$ cat src/rtl/fire_alert_pkg.sv
// rtl/fire_alert_pkg.sv - state encoding and default timing for fire_alert_confirm
`timescale 1ns/1ps
package fire_alert_pkg;

   typedef enum logic [1:0] {
      ST_IDLE     = 2'd0,
      ST_CONFIRM  = 2'd1,
      ST_ACTIVE   = 2'd2,
      ST_COOLDOWN = 2'd3
   } fire_state_e;

   localparam int DEF_CONFIRM_CYCLES  = 16;
   localparam int DEF_MIN_HOLD_CYCLES = 64;
   localparam int DEF_COOLDOWN_CYCLES = 32;
   localparam int DEF_CNT_W           = 16;

   // Largest of three timing parameters; sizes the shared counters.
   function automatic int max3(input int a, input int b, input int c);
      int m;
      m = (a > b) ? a : b;
      return (m > c) ? m : c;
   endfunction

endpackage

$ cat src/rtl/ack_sync_edge.sv
// rtl/ack_sync_edge.sv - 2-flop synchroniser with rising-edge pulse for the ESP32 ack
`timescale 1ns/1ps
module ack_sync_edge (
   input  logic clk,
   input  logic reset_n,
   input  logic async_i,
   output logic rise_o
);

   logic meta_q;
   logic sync_q;
   logic sync_dly_q;

   // Two flops for metastability, a third holds the previous synchronised level.
   always_ff @(posedge clk or negedge reset_n) begin
      if (!reset_n) begin
         meta_q     <= 1'b0;
         sync_q     <= 1'b0;
         sync_dly_q <= 1'b0;
      end else begin
         meta_q     <= async_i;
         sync_q     <= meta_q;
         sync_dly_q <= sync_q;
      end
   end

   assign rise_o = sync_q & ~sync_dly_q;

endmodule

$ cat src/rtl/fire_alert_confirm.sv
// rtl/fire_alert_confirm.sv - fire alarm confirm/hold/cooldown FSM; FIRE_EVENT_CNT_EN adds event_count
`timescale 1ns/1ps
module fire_alert_confirm
   import fire_alert_pkg::*;
#(
`ifdef FIRE_EVENT_CNT_EN
   parameter int CNT_W           = DEF_CNT_W,
`endif
   parameter int CONFIRM_CYCLES  = DEF_CONFIRM_CYCLES,
   parameter int MIN_HOLD_CYCLES = DEF_MIN_HOLD_CYCLES,
   parameter int COOLDOWN_CYCLES = DEF_COOLDOWN_CYCLES
) (
   input  logic clk,
   input  logic reset_n,
   input  logic alert_in,
   input  logic ack_in,
   output logic alert_out,
   output logic alert_irq,
   output logic busy
`ifdef FIRE_EVENT_CNT_EN
   ,
   output logic [CNT_W-1:0] event_count
`endif
);

   localparam int CW = $clog2(max3(CONFIRM_CYCLES, MIN_HOLD_CYCLES, COOLDOWN_CYCLES)) + 1;
   localparam logic [CW-1:0] CONF_LAST = CW'(CONFIRM_CYCLES - 1);
   localparam logic [CW-1:0] HOLD_LAST = CW'(MIN_HOLD_CYCLES - 1);
   localparam logic [CW-1:0] COOL_LAST = CW'(COOLDOWN_CYCLES - 1);
   localparam logic [CW-1:0] CNT_ONE   = CW'(1);

   fire_state_e   state_q, state_d;
   logic [CW-1:0] cnt_q, cnt_d;
   logic [CW-1:0] hold_q, hold_d;
   logic          ack_seen_q, ack_seen_d;
   logic          ack_rise;
   logic          alert_out_q, alert_irq_q, busy_q;
   logic          irq_d;

   ack_sync_edge u_ack_sync (
      .clk     (clk),
      .reset_n (reset_n),
      .async_i (ack_in),
      .rise_o  (ack_rise)
   );

   // Next-state logic; cnt is shared by CONFIRM and COOLDOWN, hold/ack only live in ACTIVE.
   always_comb begin
      state_d    = state_q;
      cnt_d      = cnt_q;
      hold_d     = '0;
      ack_seen_d = 1'b0;
      case (state_q)
         ST_IDLE: begin
            cnt_d = '0;
            if (alert_in) begin
               if (CONFIRM_CYCLES == 1) begin
                  state_d = ST_ACTIVE;
               end else begin
                  state_d = ST_CONFIRM;
                  cnt_d   = CNT_ONE;
               end
            end
         end
         ST_CONFIRM: begin
            if (!alert_in) begin
               state_d = ST_IDLE;
               cnt_d   = '0;
            end else if (cnt_q == CONF_LAST) begin
               state_d = ST_ACTIVE;
               cnt_d   = '0;
            end else begin
               cnt_d = cnt_q + 1'b1;
            end
         end
         ST_ACTIVE: begin
            hold_d     = (hold_q == HOLD_LAST) ? hold_q : hold_q + 1'b1;
            ack_seen_d = ack_seen_q | ack_rise;
            if ((hold_q == HOLD_LAST) && ack_seen_q && !alert_in) begin
               state_d    = ST_COOLDOWN;
               cnt_d      = '0;
               hold_d     = '0;
               ack_seen_d = 1'b0;
            end
         end
         ST_COOLDOWN: begin
            if (cnt_q == COOL_LAST) begin
               state_d = ST_IDLE;
               cnt_d   = '0;
            end else begin
               cnt_d = cnt_q + 1'b1;
            end
         end
         default: begin
            state_d = ST_IDLE;
            cnt_d   = '0;
         end
      endcase
   end

   assign irq_d = (state_d == ST_ACTIVE) && (state_q != ST_ACTIVE);

   // State, counters and outputs; outputs follow the next state so they line up with it.
   always_ff @(posedge clk or negedge reset_n) begin
      if (!reset_n) begin
         state_q     <= ST_IDLE;
         cnt_q       <= '0;
         hold_q      <= '0;
         ack_seen_q  <= 1'b0;
         alert_out_q <= 1'b0;
         alert_irq_q <= 1'b0;
         busy_q      <= 1'b0;
      end else begin
         state_q     <= state_d;
         cnt_q       <= cnt_d;
         hold_q      <= hold_d;
         ack_seen_q  <= ack_seen_d;
         alert_out_q <= (state_d == ST_ACTIVE);
         alert_irq_q <= irq_d;
         busy_q      <= (state_d != ST_IDLE);
      end
   end

   assign alert_out = alert_out_q;
   assign alert_irq = alert_irq_q;
   assign busy      = busy_q;

`ifdef FIRE_EVENT_CNT_EN
   logic [CNT_W-1:0] event_cnt_q;

   // Counts alarm assertions, sticking at all-ones.
   always_ff @(posedge clk or negedge reset_n) begin
      if (!reset_n) begin
         event_cnt_q <= '0;
      end else if (irq_d && (event_cnt_q != '1)) begin
         event_cnt_q <= event_cnt_q + 1'b1;
      end
   end

   assign event_count = event_cnt_q;
`endif

endmodule

$ cat config.mk
export PLATFORM = sky130hd
export DESIGN_NAME = fire_alert_confirm
export DESIGN_NICKNAME = d
export VERILOG_FILES = /design/src/rtl/fire_alert_pkg.sv /design/src/rtl/ack_sync_edge.sv /design/src/rtl/fire_alert_confirm.sv
export SDC_FILE = /design/constraint.sdc
export NUM_CORES = 1
export LEC_CHECK = 0
export ABC_AREA = 1
export BUFFER_PORTS_ARGS = -buffer_cell sky130_fd_sc_hd__buf_2
export CAP_MARGIN = 5
export CORE_MARGIN = 5
export CORE_UTILIZATION = 30
export CTS_CLUSTER_DIAMETER = 40
export CTS_CLUSTER_SIZE = 10
export DETAILED_ROUTE_END_ITERATION = 8
export HOLD_SLACK_MARGIN = 0.15
export MAX_ROUTING_LAYER = met4
export PLACE_DENSITY = 0.55
export SYNTH_ARGS = -nofsm -noshare
export SYNTH_HDL_FRONTEND = slang
export SYNTH_HIERARCHICAL = 1
export SYNTH_SLANG_ARGS = --single-unit
$ cat constraint.sdc
create_clock -name clk -period 3.6 [get_ports clk]
set_clock_uncertainty 0.05 [all_clocks]
set_input_delay 0.18 -clock clk [delete_from_list [all_inputs] [get_ports clk]]
set_output_delay 0.18 -clock clk [all_outputs]
set_load 0.01 [all_outputs]
==> results.md <==
- Status: completed
- Sink Count: 23
- Final number of setup-violating endpoints: 0
- Max VDD drop: 0.1257 mV
- DRT iter0 DRCs: 46
- Critical Path Source: hold_q[1]
- Simple-gate share of the synthesized area: 0.4038
- Post-Synth Adder-Cell Area: 0.02024
- CTS tree: done
- Total CTS buffers: 3
- Worst-Margin Slew: 510.7 ps
- Drt wl/cell: 11.37 um
- Total number of vias: 1000
- Top cells by count, synth: 28 x nand2_1, 23 x dfrtp_1, 22 x nand3_1
- Synth Area in Compound Gates: 0.03745
- XOR/XNOR share of the synthesized area: 0.007085
- Pwr dens: 332.5 nW/um2
- Hold_buf cts: 2
- Synth top area cells: dfrtp_1 47%, nand3_1 8.9%, nand2_1 8.5%, nor2_1 6.1%, inv_1 3.9%
- Synth top area share: 0.4656
- Die X: 74.19 um
- Antenna violations before repair: 0
- CP endpoint kind: flop
- Ports: 7
- CTS resizes: 0
- Synth warn: 6
- Port bufs: 6
- Max-slew headroom: 0.6595
- Data required time of the critical path: 3700 ps
- Pin count of the biggest net entering global routing: 24
- Setup crit end: hold_q[3]
- Seq/Total Area, Yosys: 0.4656
- Largest family of logic cells by synthesized area: simple AND/OR/NAND/NOR gates
- Final WL: 2400 um
- Die Area: 5504 um2
- DP HPWL: 1837 um
- Critical Path Fanout Max: 8
- Critical path's slowest cell: dfrtp_1
- Vias in the first global route: 1034
- Placed cell area: 1321 um2
- Initial DRT Pass Iterations: 4
- Reg2reg path depth: 8
- Core area: 4000 um2
- FILL cells: 408
- Leak Pwr: 0.6808 nW
- Final instance area: 1386 um2
- Top FF cell, synth: dfrtp_1
- Post-synth EDFFs: 0
- Row count: 23
- Place WS: 2058 ps
- RSZ-0062 raised after global routing: no
- Post-Synthesis Cells: 150
- Skew-Pair Late Insertion Delay: 260 ps
- Reg2reg start: hold_q[1]
- Worst stage delay on the critical path: 410 ps
- Hold slack: 226.5 ps
- R2R Path End: hold_q[3]
- Top achievable clock speed: 0.6463 GHz
- Root Driver: clkbuf_8
- Final Util: 0.3466
- Period utilisation layout: 0.4298
- R2R Setup Slk: 2050 ps
- HP Class: in -> reg
- RePlAce Congestion: 0.8768
- Detailed-route DRC error count: 0
- Chip Height: 74.19 um
- Setup TNS: 0 ps
- Critical Path, Cell by Cell: ha_1, nand3_4, nor2_8, nand2_4, nand2_4, inv_4, o21ai_1, nor2_1
- Final hold violations: 0
- Clk slew on worst S/H paths: 80 ps
- Max Buffers Root-to-Sink: 2
- GR Overflow Total: 0
- CP Class: reg -> reg
- Post-synth cell types: 27
- Final setup margin: 2053 ps
- Post-synthesis mux area share: 0
- Synth Net Count: 156
- Layout cells sized above 1: 0.1863
- Async SR Flop Fraction: 1.000
- Largest area contributor in the netlist: dfrtp_1
- Ant. Diodes: 0
- Most used cell along the critical path: nand2_4
- H-tree levels: 1
- Period minus WS final: 1547 ps
- Starting Density: 0.3090
- CP Launch Type: flop
- Setup bufs post-CTS: 0
- MaxCap Viol Count: 0
- Number of synthesized register bits: 23
- Most common cell in the netlist: nand2_1
- GRT Total Usage: 0.1025
- Slew Limit Fails: 0
- Vias per inst: 4.739
- Nets: 168
- Syn Area/Cell: 8.241 um2
- Mapped Area: 1236 um2
- Layout area overhead: 12.15%
- Arrival @ worst endpoint: 1640 ps
- First-pass GRT wire length: 4250 um
- DRT antenna net count: 0
[power by group]
| part | switching [mW] | total [mW] | internal, mW | leakage, nW |
|---|---|---|---|---|
| clock | 0.0772 | 0.156 | 0.0787 | 0.0228 |
| sequential | 0.00789 | 0.274 | 0.266 | 0.308 |
| combinational | 0.0207 | 0.0314 | 0.0107 | 0.350 |
| total | 0.106 | 0.461 | 0.355 | 0.681 |
[cells in the final DEF, fill, tap and decap left out, types with 2 or more instances in the layout]
cell           count
buf_2              6
dfrtp_1           23
o21ai_1            3
inv_1             13
nand2_4            2
nand3_1           22
ha_1               2
a21oi_1            2
nor2_1            20
nand2_1           28
inv_2              4
nor3_1             3
nor2_4             2
nand4_1            6
clkbuf_8           3
dlygate4sd3_1      2
nor2_2             3
nand2_2            5
[logic make-up (layout without fill, tap and decap cells)]
| family | count (synthesis) | after routing |
|---|---|---|
| AOI/OAI and AO/OA | 8 | 8 |
| DFF | 23 | 23 |
| adders and majority gates | 2 | 2 |
| and+or+nand+nor | 96 | 96 |
| buffers and inverters | 20 | 31 |
| xor gates and xnor gates | 1 | 1 |
[layout make-up]
type,count,area (um2),share of cell area
Tap cell,50,62.56,0.04513
Inverter,19,73.82,0.05325
Sequential cell,23,575.6,0.4152
Clock buffer,4,45.04,0.03249
Multi-Input combinational cell,107,579.3,0.4179
Timing Repair Buffer,8,50.05,0.03610
[through the flow]
step	std cells	total power, mW
final	211	0.4610
after global routing	211	0.4882
after CTS	211	0.4708
after detailed placement	205	0.3098
after global placement	205	0.3098
after floorplan	150	0.2959
[layer usage]
metal | vias to the layer above | part of all wire | global-route usage
met5 | - | 0 | -
met4 | 0 | 0.014 | 0.05030
met3 | 4 | 0.036 | 0.02297
met2 | 19 | 0.50 | 0.1663
met1 | 466 | 0.45 | 0.1192
li1 | 511 | - | -
[sequential cells by signal (all words and copies together), names as in the netlist]
name	flops
cnt_q	7
hold_q	7
state_q	2
ack_seen_q	1
alert_irq	1
alert_out	1
busy	1
u_ack_sync/meta_q	1
u_ack_sync/sync_dly_q	1
u_ack_sync/sync_q	1
[critical path, delay by kind of cell, from the launching register on]
kind / cells / cell delay [ps]
AND/OR/NAND/NOR: 5 / 570
flip-flops: 1 / 410
adder cells (fa/ha/maj): 1 / 260
AO/OA/AOI/OAI: 1 / 80
buffers and inverters: 1 / 70
[worst min path at each step]
stage                         from          to  slack [ps]  depth (start not counted)
after floorplan            reset_n  ack_seen_q        -170                          0
after CTS                 alert_in    cnt_q[4]         220                          3
after global placement     reset_n   hold_q[0]         140                          1
after detailed placement   reset_n   hold_q[0]         140                          1
after global routing      alert_in    cnt_q[4]         260                          3
final                     alert_in    cnt_q[4]         230                          3
Note: power is estimated with default switching activity, not from simulation.
